<file path="config.mk">
export PLATFORM = sky130hd
export DESIGN_NAME = queue_drain
export DESIGN_NICKNAME = d
export VERILOG_FILES = /design/src/rtl/queue_drain.sv
export SDC_FILE = /design/constraint.sdc
export NUM_CORES = 1
export LEC_CHECK = 0
export ABC_CLOCK_PERIOD_IN_PS = 4600
export BUFFER_PORTS_ARGS = -buffer_cell sky130_fd_sc_hd__buf_2
export CORE_UTILIZATION = 50
export DETAILED_ROUTE_END_ITERATION = 10
export HOLD_SLACK_MARGIN = 0.06
export PLACE_DENSITY_LB_ADDON = 0.12
export SLEW_MARGIN = 20
export SYNTH_ARGS = -nofsm -noshare
export SYNTH_HDL_FRONTEND = slang
export SYNTH_SLANG_ARGS = --single-unit
</file>
<file path="constraint.sdc">
create_clock -name clock_10KHZ -period 4.6 [get_ports clock_10KHZ]
set_input_delay 0.92 -clock clock_10KHZ [delete_from_list [all_inputs] [get_ports clock_10KHZ]]
set_output_delay 0.92 -clock clock_10KHZ [all_outputs]
set_load 0.01 [all_outputs]
</file>
<file path="src/rtl/queue_drain.sv">
// Single-byte drain for the 8-entry byte queue: rate-limited dequeue requests,
// a one-byte valid/ready output stage, a delivery counter and a sticky timeout flag.
module queue_drain #(
    parameter int INTERVAL = 10,
    parameter int TIMEOUT  = 8
) (
    input  logic       clock_10KHZ,
    input  logic       reset,
    input  logic [3:0] len_in,
    input  logic [7:0] data_in,
    output logic       dequeue_out,
    output logic [7:0] out_data,
    output logic       out_valid,
    input  logic       out_ready,
    output logic [7:0] consumed_count,
    output logic       timeout_err
);

    localparam logic [7:0] INTERVAL_C = 8'(INTERVAL);
    localparam logic [7:0] WAIT_LAST  = 8'(TIMEOUT - 1);

    typedef enum logic [1:0] {IDLE, REQ, PRESENT, HOLDOFF} state_t;

    state_t     r_state;
    logic [7:0] r_interval;
    logic [7:0] r_wait;
    logic [3:0] r_len_snap;
    logic       r_dequeue;
    logic [7:0] r_out_data;
    logic       r_out_valid;
    logic [7:0] r_count;
    logic       r_timeout_err;

    logic w_interval_done;
    logic w_len_nonzero;
    logic w_len_drop;

    assign w_interval_done = (r_interval == INTERVAL_C);
    assign w_len_nonzero   = (len_in != 4'd0);
    // Only a fall below the snapshot completes a request; a concurrent enqueue
    // can push len_in above the snapshot without satisfying it.
    assign w_len_drop      = (len_in < r_len_snap);

    always_ff @(posedge clock_10KHZ or posedge reset) begin
        if (reset) begin
            r_state       <= IDLE;
            r_interval    <= 8'd0;
            r_wait        <= 8'd0;
            r_len_snap    <= 4'd0;
            r_dequeue     <= 1'b0;
            r_out_data    <= 8'h00;
            r_out_valid   <= 1'b0;
            r_count       <= 8'd0;
            r_timeout_err <= 1'b0;
        end else begin
            if (!w_interval_done) begin
                r_interval <= r_interval + 8'd1;
            end

            case (r_state)
                IDLE: begin
                    if (w_len_nonzero && w_interval_done) begin
                        r_len_snap <= len_in;
                        r_dequeue  <= 1'b1;
                        r_wait     <= 8'd0;
                        r_interval <= 8'd0;
                        r_state    <= REQ;
                    end
                end
                REQ: begin
                    if (w_len_drop) begin
                        r_out_data  <= data_in;
                        r_out_valid <= 1'b1;
                        r_dequeue   <= 1'b0;
                        r_state     <= PRESENT;
                    end else if (r_wait == WAIT_LAST) begin
                        r_dequeue     <= 1'b0;
                        r_timeout_err <= 1'b1;
                        r_state       <= HOLDOFF;
                    end else begin
                        r_wait <= r_wait + 8'd1;
                    end
                end
                PRESENT: begin
                    if (r_out_valid && out_ready) begin
                        r_out_valid <= 1'b0;
                        r_count     <= r_count + 8'd1;
                        r_state     <= HOLDOFF;
                    end
                end
                HOLDOFF: begin
                    r_state <= IDLE;
                end
                default: begin
                    r_state <= IDLE;
                end
            endcase
        end
    end

    assign dequeue_out    = r_dequeue;
    assign out_data       = r_out_data;
    assign out_valid      = r_out_valid;
    assign consumed_count = r_count;
    assign timeout_err    = r_timeout_err;

endmodule

</file>
==> summary.md <==
| Metric | Value |
|---|---|
| Register bit total from synthesis | 41 |
| Post-DP HPWL | 3160 um |
| Ports | 34 |
| Syn avg cell area | 11.1 sq um |
| Cell variety after synth | 49 |
| Final instance area | 2450 sq um |
| Ys async rst share | 100% |
| Worst-Skew Late Latency | 0.30 ns |
| CP Launch Type | input pin |
| I/O Buffers | 33 |
| Number of flops mapped to enable cells by yosys | 0 |
| Worst Hold Path EP | timeout_err |
| Reg-to-Reg Start | r_interval[4] |
| Met3 WL | 136 um |
| Worst-path fanout max | 8 |
| Hold Crit Class | reg2reg |
| Final antenna-violating net count | 0 |
| Top FF cell, synth | dfrtp_1 |
| Flop2flop setup slack | 2.23 ns |
| Post-Syn Area | 2140 sq um |
| Per-cell routed wire length | 15.4 um |
| Synthesized Nets | 219 |
| Top cell type's share of synthesized area | 48.0% |
| Highest Signal Layer | met4 |
| Delay of the slowest critical-path stage | 0.54 ns |
| Met2 routed wirelength | 2220 um |
| Final Power | 0.00162 W |
| Simple-gate share of the synthesized area | 16.3% |
| Nets | 255 |
| CTS H-Tree Depth | 2 |
| CORE AREA | 4060 sq um |
| Critical path, cell by cell | buf_2 > ha_1 > a2111oi_4 > or2_2 > nand2_2 > mux2_2 |
| GRT Overall Usage | 20.5% |
| CTS tree | done |
| Max Buffers Root-to-Sink | 2 |
| Critical Path Sink Type | register |
| Layout Skew | 0.00891 ns |
| Unrepaired setup endpoints after global routing | no |
| DP Area | 2350 sq um |
| Fmax | 399 MHz |
| CTS Root Cell | clkbuf_8 |
| Main combinational cell family by area after synthesis | simple AND/OR/NAND/NOR gates |
| CP max stage cell | a2111oi_4 |
| Final hold slack | 0.472 ns |
| Gpl congestion | 0.878 |
| GR Overflow Total | 0 |
| Initial DRT Pass Iterations | 4 |
| Worst Tran Pin Value | 0.665 ns |
| Pwr dens | 661 nW/um^2 |
| Final setup violation count | 0 |
| Worst-path clk slew | 0.08 ns |
| Fillcell total | 343 |
| Largest net degree at the start of global routing | 42 |
| Final Cycle Share | 54.5% |
| # rows | 23 |
| Layout area overhead | 14.5% |
| Dominant cells by area after synthesis | dfrtp_1 48%, ha_1 6.4%, mux2_2 5.8% |
| Tmin final | 2.51 ns |
| Initial cell density of the core | 52.7% |
| Slew margin rel. | 55.2% |
| Post-synthesis instance total | 193 |
| Yosys Warn Count | 0 |
| Final slew viol count | 0 |
| Die Y | 67.4 um |
| Fin. Hold Viols | 0 |
| Initial detailed-routing violation count | 59 |
| IR drop worst, VDD | 0.369 mV |
| Post-synthesis mux area share | 6.26% |
| Final WL | 4310 um |
| Post-CTS Setup Inserts | 0 |
| R2R depth | 5 |
| Leakage | 1.14 nW |
| Critical path startpoint | len_in[1] |
| Post-synthesis xor/xnor area fraction | 5.74% |
| CP required | 4.78 ns |
| First-pass GRT wire length | 6890 um |
| Number of global-route vias before repair | 1,585 |
| Hold wc startpoint | timeout_err |
| Antenna diodes | 0 |
| Die Width | 67.4 um |
| Worst R2R End | r_wait[3] |
| Hold buffers post-CTS | 0 |
| Status | finished clean |
| Via/cell ratio | 5.68 |
| Worst path arrival time | 2.69 ns |
| Synth Area in Adders | 6.44% |
| WL met1 | 1890 um |
| Setup_tns | 0 ns |
| Hold Path Depth | 1 |
| Top cell type by total area after synthesis | dfrtp_1 |
| Die ar. | 4540 sq um |
| DR vias | 1,590 |
| # resized after CTS | 0 |
| Initial antenna violation count | 0 |
| CTS buffer count | 5 |
| Sequential area share after synthesis | 48.0% |
| Post-route DRC | 0 |
| Layout cell share with drive strength beyond 1 | 29.6% |
| Max cap viols | 0 |
| Total clock sinks | 41 |
| CP Class | in2reg |
| Synth Area in Compound Gates | 14.2% |
[cell type report]
cell class              instances  area [sq um]  share of cell area [%]
repair buffers                 34           173                    7.06
flip-flops and latches         41          1030                    41.9
multi-input cells             136          1050                    42.8
inverters                      11          41.3                    1.69
clock buffers                   6          82.6                    3.38
clock inverters                 2          13.8                   0.563
well taps                      50          62.6                    2.56
[synthesized netlist by cell type (all sizes together), types with 2 or more instances]
| master | count |
|---|---|
| dfrtp | 41 |
| nand2 | 19 |
| ha | 11 |
| inv | 11 |
| mux2 | 11 |
| nor2 | 11 |
| nand3 | 10 |
| xnor2 | 9 |
| nor3 | 6 |
| and3 | 5 |
| xor2 | 5 |
| nor4 | 4 |
| o21ai | 4 |
| a21oi | 3 |
| buf | 3 |
| o211ai | 3 |
| o311ai | 3 |
| or4 | 3 |
| a21o | 2 |
| a221o | 2 |
| a2bb2oi | 2 |
| a31oi | 2 |
| clkbuf | 2 |
| nand4 | 2 |
| o31a | 2 |
| o31ai | 2 |
| or2 | 2 |
[routing by layer]
layer / vias to the layer above / GRT usage, %
met2: 32 / 35.3
met4: 0 / 9.04
li1: 766 / -
met1: 785 / 24.2
met5: - / 0
met3: 7 / 4.56
[power breakdown]
| part | total [W] | switching (W) | internal [W] |
|---|---|---|---|
| Sequential | 0.000651 | 0.000137 | 0.000514 |
| Clock | 0.000251 | 0.000129 | 0.000122 |
| Combinational | 0.000714 | 0.000388 | 0.000326 |
[worst max-delay path, delay by kind of cell]
family | cells | cell delay [ns]
buf+inv | 1 | 0.11
simple gates | 2 | 0.44
fa+ha+maj | 1 | 0.32
compound gates | 1 | 0.54
mux | 1 | 0.34
[flip-flops by register name, indices dropped and copies added, names as in the netlist]
signal / cells
consumed_count: 8
out_data: 8
timeout_err: 1
dequeue_out: 1
out_valid: 1
r_wait: 8
r_len_snap: 4
r_interval: 8
r_state: 2
[worst max-delay path by stage]
stage	endpoint	slack (ns)	cells past startpoint
after floorplan	r_state[1]	2.07	6
final	out_data[6]	2.09	6
after global routing	r_wait[3]	2.00	5
after detailed placement	out_data[1]	1.78	6
after global placement	r_wait[2]	1.81	6
after CTS	out_data[1]	2.09	6
[cell families (layout without fill, tap and decap cells)]
kind of cell,count (synthesis),after routing
xor gates and xnor gates,14,14
adders and majority gates,11,11
buffers and inverters,16,53
muxes,12,12
and+or+nand+nor,65,65
DFF,41,41
AOI/OAI and AO/OA,34,34
[cell usage in the layout (no fill, tap or decap), types with 2 or more instances in the layout]
cell,netlist,layout
dfrtp_1,41,41
buf_2,3,33
nand2_1,18,18
inv_1,11,11
nor2_1,11,11
mux2_2,11,11
ha_1,11,11
nand3_1,9,9
xnor2_1,9,9
nor3_1,6,6
clkbuf_8,0,6
xor2_1,5,5
o21ai_0,4,4
nor4_1,3,3
and3_1,3,3
o211ai_1,3,3
or4_1,2,2
a21oi_2,2,2
a2bb2oi_1,2,2
o31ai_1,2,2
o311ai_0,2,2
o31a_1,2,2
nand4_1,2,2
or2_2,2,2
a31oi_1,2,2
a221o_1,2,2
[metrics by stage]
stage               utilization (%)  setup WS (ns)  cells
floorplan                         -           2.07    193
global route                   60.3           2.00    280
finish                         60.3           2.09    280
detailed placement             57.9           1.78    272
global placement               57.9           1.81    272
CTS                            60.3           2.09    280
(Power assumes the default switching activity.)
